--- src/rtl/mac_requant.sv ---
// Requantisation stage: optional ReLU, rounding arithmetic right shift and
// saturation of a signed accumulator to a signed activation, in a 2-deep pipeline.
module mac_requant #(
    parameter int IN_BIT_RESOLUTION  = 32,
    parameter int OUT_BIT_RESOLUTION = 8,
    parameter int SHIFT_BITS         = 5,
    parameter int CNT_BITS           = 16
) (
    input  logic                          clk_i,
    input  logic                          rst_ni,
    input  logic                          clr_i,
    input  logic                          relu_en_i,
    input  logic [SHIFT_BITS-1:0]         shift_i,
    input  logic                          mac_valid_i,
    input  logic [IN_BIT_RESOLUTION-1:0]  mac_data_i,
    output logic                          mac_ready_o,
    output logic                          act_valid_o,
    output logic [OUT_BIT_RESOLUTION-1:0] act_data_o,
    input  logic                          act_ready_i,
    output logic [CNT_BITS-1:0]           sat_count_o
);

    // One guard bit so that x + 2^(shift-1) cannot overflow.
    localparam int W1 = IN_BIT_RESOLUTION + 1;
    localparam logic signed [W1-1:0] ACT_MAX = W1'((2 ** (OUT_BIT_RESOLUTION - 1)) - 1);
    localparam logic signed [W1-1:0] ACT_MIN = W1'(-(2 ** (OUT_BIT_RESOLUTION - 1)));

    function automatic logic signed [W1-1:0] requant(
        input logic [IN_BIT_RESOLUTION-1:0] data,
        input logic                         relu,
        input logic [SHIFT_BITS-1:0]        shamt
    );
        logic signed [W1-1:0] x;
        logic signed [W1-1:0] rnd;
        x   = (relu && data[IN_BIT_RESOLUTION-1]) ? {W1{1'b0}} : W1'($signed(data));
        rnd = (shamt == {SHIFT_BITS{1'b0}}) ? {W1{1'b0}}
                                            : (W1'(1) << (shamt - {{(SHIFT_BITS-1){1'b0}}, 1'b1}));
        return (x + rnd) >>> shamt;
    endfunction

    function automatic logic is_sat(input logic signed [W1-1:0] y);
        return (y > ACT_MAX) || (y < ACT_MIN);
    endfunction

    function automatic logic [OUT_BIT_RESOLUTION-1:0] clamp(input logic signed [W1-1:0] y);
        logic signed [W1-1:0] c;
        c = (y > ACT_MAX) ? ACT_MAX : ((y < ACT_MIN) ? ACT_MIN : y);
        return c[OUT_BIT_RESOLUTION-1:0];
    endfunction

    logic                          s1_v_q, s1_v_d;
    logic signed [W1-1:0]          s1_y_q, s1_y_d;
    logic                          s2_v_q, s2_v_d;
    logic [OUT_BIT_RESOLUTION-1:0] act_q, act_d;
    logic [CNT_BITS-1:0]           sat_cnt_q, sat_cnt_d;
    logic                          s1_ready_s, s2_ready_s, in_fire_s, s1_adv_s;

    // Handshake and stall network; ready is combinational from act_ready_i.
    always_comb begin
        s2_ready_s  = !s2_v_q || act_ready_i;
        s1_ready_s  = !s1_v_q || s2_ready_s;
        mac_ready_o = s1_ready_s && !clr_i;
        in_fire_s   = mac_valid_i && mac_ready_o;
        s1_adv_s    = s1_v_q && s2_ready_s;
    end

    // Next-state for both stages and the saturation counter; clear wins.
    always_comb begin
        s1_v_d    = s1_v_q;
        s1_y_d    = s1_y_q;
        s2_v_d    = s2_v_q;
        act_d     = act_q;
        sat_cnt_d = sat_cnt_q;
        if (clr_i) begin
            s1_v_d    = 1'b0;
            s2_v_d    = 1'b0;
            sat_cnt_d = {CNT_BITS{1'b0}};
        end else begin
            if (s1_ready_s) begin
                s1_v_d = in_fire_s;
            end else begin
                s1_v_d = s1_v_q;
            end
            if (in_fire_s) begin
                s1_y_d = requant(mac_data_i, relu_en_i, shift_i);
            end else begin
                s1_y_d = s1_y_q;
            end
            if (s2_ready_s) begin
                s2_v_d = s1_v_q;
            end else begin
                s2_v_d = s2_v_q;
            end
            if (s1_adv_s) begin
                act_d = clamp(s1_y_q);
                if (is_sat(s1_y_q) && (sat_cnt_q != {CNT_BITS{1'b1}})) begin
                    sat_cnt_d = sat_cnt_q + {{(CNT_BITS-1){1'b0}}, 1'b1};
                end else begin
                    sat_cnt_d = sat_cnt_q;
                end
            end else begin
                act_d = act_q;
            end
        end
    end

    // Pipeline and counter registers.
    always_ff @(posedge clk_i or negedge rst_ni) begin
        if (!rst_ni) begin
            s1_v_q    <= 1'b0;
            s1_y_q    <= {W1{1'b0}};
            s2_v_q    <= 1'b0;
            act_q     <= {OUT_BIT_RESOLUTION{1'b0}};
            sat_cnt_q <= {CNT_BITS{1'b0}};
        end else begin
            s1_v_q    <= s1_v_d;
            s1_y_q    <= s1_y_d;
            s2_v_q    <= s2_v_d;
            act_q     <= act_d;
            sat_cnt_q <= sat_cnt_d;
        end
    end

    assign act_valid_o = s2_v_q;
    assign act_data_o  = act_q;
    assign sat_count_o = sat_cnt_q;

endmodule

--- config.mk ---
export PLATFORM = sky130hd
export DESIGN_NAME = mac_requant
export DESIGN_NICKNAME = d
export VERILOG_FILES = /design/src/rtl/mac_requant.sv
export SDC_FILE = /design/constraint.sdc
export NUM_CORES = 1
export LEC_CHECK = 0
export CAP_MARGIN = 10
export CORE_ASPECT_RATIO = 1.25
export CORE_MARGIN = 2
export CORE_UTILIZATION = 40
export CTS_CLUSTER_DIAMETER = 150
export DETAILED_ROUTE_END_ITERATION = 12
export PLACE_DENSITY = 0.68
export SLEW_MARGIN = 20
export SYNTH_ARGS = -nofsm -noshare
export SYNTH_HDL_FRONTEND = slang
export SYNTH_SLANG_ARGS = --single-unit
--- constraint.sdc ---
create_clock -name clk_i -period 6.3 [get_ports clk_i]
set_input_delay 1.26 -clock clk_i [delete_from_list [all_inputs] [get_ports clk_i]]
set_output_delay 1.26 -clock clk_i [all_outputs]
set_load 0.03 [all_outputs]
==> results.cfg <==
[critical_path]
critPathMaxFanout = 42
cp-start-kind = primary input
r2r_end = sat_count_o[11]
end_kind = register
cp_data_required_time_ps = 6520
reg2reg_depth = 9
crit_type = primary input to register
ff2ff_setup_slack_ps = 3060
timing.rr.start = s1_y_q[8]
cp_data_arrival_time_ps = 5950

[clock_tree]
clk_latency_ps = 330
clock_sinks = 59
cts_buffer_depth = 2
ctsResizeCount = 0
post-cts-setup-buffer-count = 0
cts_root_buf = clkbuf_16
cts_tree = done
cts_hold_buf = 0
cts_buffers = 9
h-tree-depth = 3
clk_pin_slew_worst_paths_ps = 50

[yosys]
synth_simple_gate_area_share_pct = 26.9
synth_xor_area_share_pct = 3.83
ys_top_cells_by_count = 110 x nor2_1, 105 x nand2_1, 79 x a21oi_1
syn_avg_cell_area_um2 = 7.48
ys_warn_count = 0
yosysUniqueCellTypes = 91
synth_area_leader_cell = dfrtp_1
synth_fa_ha_area_share_pct = 5.74
synth_area_um2 = 7540
synth-seq-area-share_pct = 19.6
yosys-top-cells-area = dfrtp_1 20%, ha_1 5.5%, nor2_1 5.5%
synth_seq_cells = 59
synthesis.nets = 1086
yosysMostFrequentCell = nor2_1
synth_top_family_by_area = compound AO/OA/AOI/OAI gates
synth_compound_area_share_pct = 31.2
synthArstFlopShare_pct = 100
synth_top_flop_cell = dfrtp_1
synthMuxAreaShare_pct = 8.06
yosys.area.top_type_share_pct = 19.6
postSynthCellCount = 1009
synth_edf_count = 0

[power]
p_sw_uw = 532
ir_drop_mv = 0.132
p_comb_share_pct = 37.1
cellPowerDensity_nw_per_um2 = 167
power_frac_clock_pct = 30.8
swShare_pct = 35.8
p_seq_share_pct = 32.0
p_int_uw = 953
p_leak_uw = 0.00368

[timing]
relSlewSlack_pct = 47.1
setup_tns_ps = 0
setup_violations = 0
hold_viol = 0
rsz0062_at_grt = false
skew_ps = 4.53
fmax_mhz = 174
min_period_over_period_pct = 91.0
tightest_slew_ps = 785
slew_viol_final = 0
layout_setup_ws_ps = 567
period_needed_ps = 5730

[hold_path]
hold_class = register to register
worstHoldStart = act_data_o[2]
holdPathStages = 2
holdPathEnd = act_data_o[2]

[floorplan]
die-area_um2 = 20000
initial_utilization_pct = 40.5
top_level_ports = 69
die_w_um = 127
rows = 56
design.core.area_um2 = 18600
fp.dieH_um = 158

[global_route]
grt_pass1_vias = 7731
antenna_found_initial = 0
grt_max_degree = 60
overflow = 0
track_usage_pct = 25.2
grt_first_pass_wirelength_um = 40700

[final_layout]
fin_util_pct = 47.7
num-fill-cells = 1919
syn2layout_area_growth_pct = 17.8
final_nets = 1145
drive_gt1_share_pct = 11.3
n_antenna_cell = 0

[place]
place_ws_ps = 330
gp_congestion = 0.942
dp_hpwl_um = 19900
port_buffers = 68

[drt]
vias_per_cell = 6.29
drc_errors = 0
antenna_left = 0
firstDrtPassIters = 7
drtIter0Drc = 594
routedWlPerCell_um = 19.5
num_vias = 8203
wl_um = 25400

[status]
status = complete, no violations

[run]
maxCapViolations = 0
final cells by class:
class	count	area (um^2)	area share, %
inverters	15	56.3	0.634
clock buffers	13	270	3.04
multi-input cells	864	5720	64.3
flip-flops and latches	59	1480	16.6
well taps	232	290	3.27
repair buffers	119	1070	12.0
clock inverters	2	10.0	0.113
worst max-delay path by stage:
stage / to / from / slack [ps] / cells after the start
final: s1_y_q[9] / shift_i[3] / 570 / 16
after detailed placement: s1_y_q[5] / shift_i[3] / 330 / 16
after floorplan: s1_y_q[23] / shift_i[2] / 750 / 19
after global routing: s1_y_q[5] / shift_i[3] / 250 / 16
after CTS: s1_y_q[5] / shift_i[3] / 650 / 16
after global placement: s1_y_q[5] / shift_i[3] / 380 / 16
power by group through the flow:
stage	sequential [uW]	clock, uW	combinational, uW
final	476	458	551
after global routing	481	476	599
after CTS	474	463	547
after detailed placement	481	0	544
after global placement	478	0	542
after floorplan	491	0	338
worst max-delay path, stage by stage:
cell and delay (ps):
clkdlybuf4s50_1 640, buf_12 250, nor2_1 90, nand2_1 240, nor2_1 70, ha_1 380, a21oi_1 410, o211ai_1 150
a21boi_1 350, o21ai_0 310, o311ai_1 470, o211ai_1 340, buf_4 280, a21oi_1 330, a221oi_1 90, a211oi_1 270
sequential cells by signal, summed over array words and instances, names as in the netlist:
name         flops
act_valid_o      1
sat_count_o     16
act_data_o       8
s1_y_q          33
s1_v_q           1
metrics by stage:
step | hold WS, ps | std cells | power (uW) | area [um^2]
after floorplan | 461 | 1009 | 829 | 7540
after global placement | 464 | 1289 | 1020 | 8610
after detailed placement | 479 | 1289 | 1030 | 8610
after CTS | 490 | 1304 | 1480 | 8890
after global routing | 528 | 1304 | 1560 | 8890
final | 487 | 1304 | 1480 | 8890
cells in the final DEF, fill, tap and decap left out, types with 13 or more instances in the layout:
cell,n
buf_4,50
dfrtp_1,59
a21o_1,17
nor3_1,27
nor2_1,110
clkdlybuf4s50_1,66
nand2_1,105
xnor2_1,15
xor2_1,18
mux2_2,14
inv_1,13
o211ai_1,24
ha_1,33
a211oi_1,22
a21oi_1,79
o21ai_0,55
nand4_1,18
and2_1,43
nand3_1,34
mux2i_1,27
logic make-up after synthesis:
family | Yosys count
flops | 59
other cells | 1
xor+xnor | 33
mux | 49
compound gates | 333
simple gates | 414
buf+inv | 86
fa+ha+maj | 34
metal layers:
layer  vias up  GRT usage [%]  wire length (um)  share of wire [%]
met3        57           2.28              1360                5.3
met5         -              0                 0                  0
li1       3918              -                 -                  -
met1      3886           30.3             10400                 41
met4         0           11.0              1010                4.0
met2       342           45.8             12600                 50
Power figures use the tool's default switching activity.
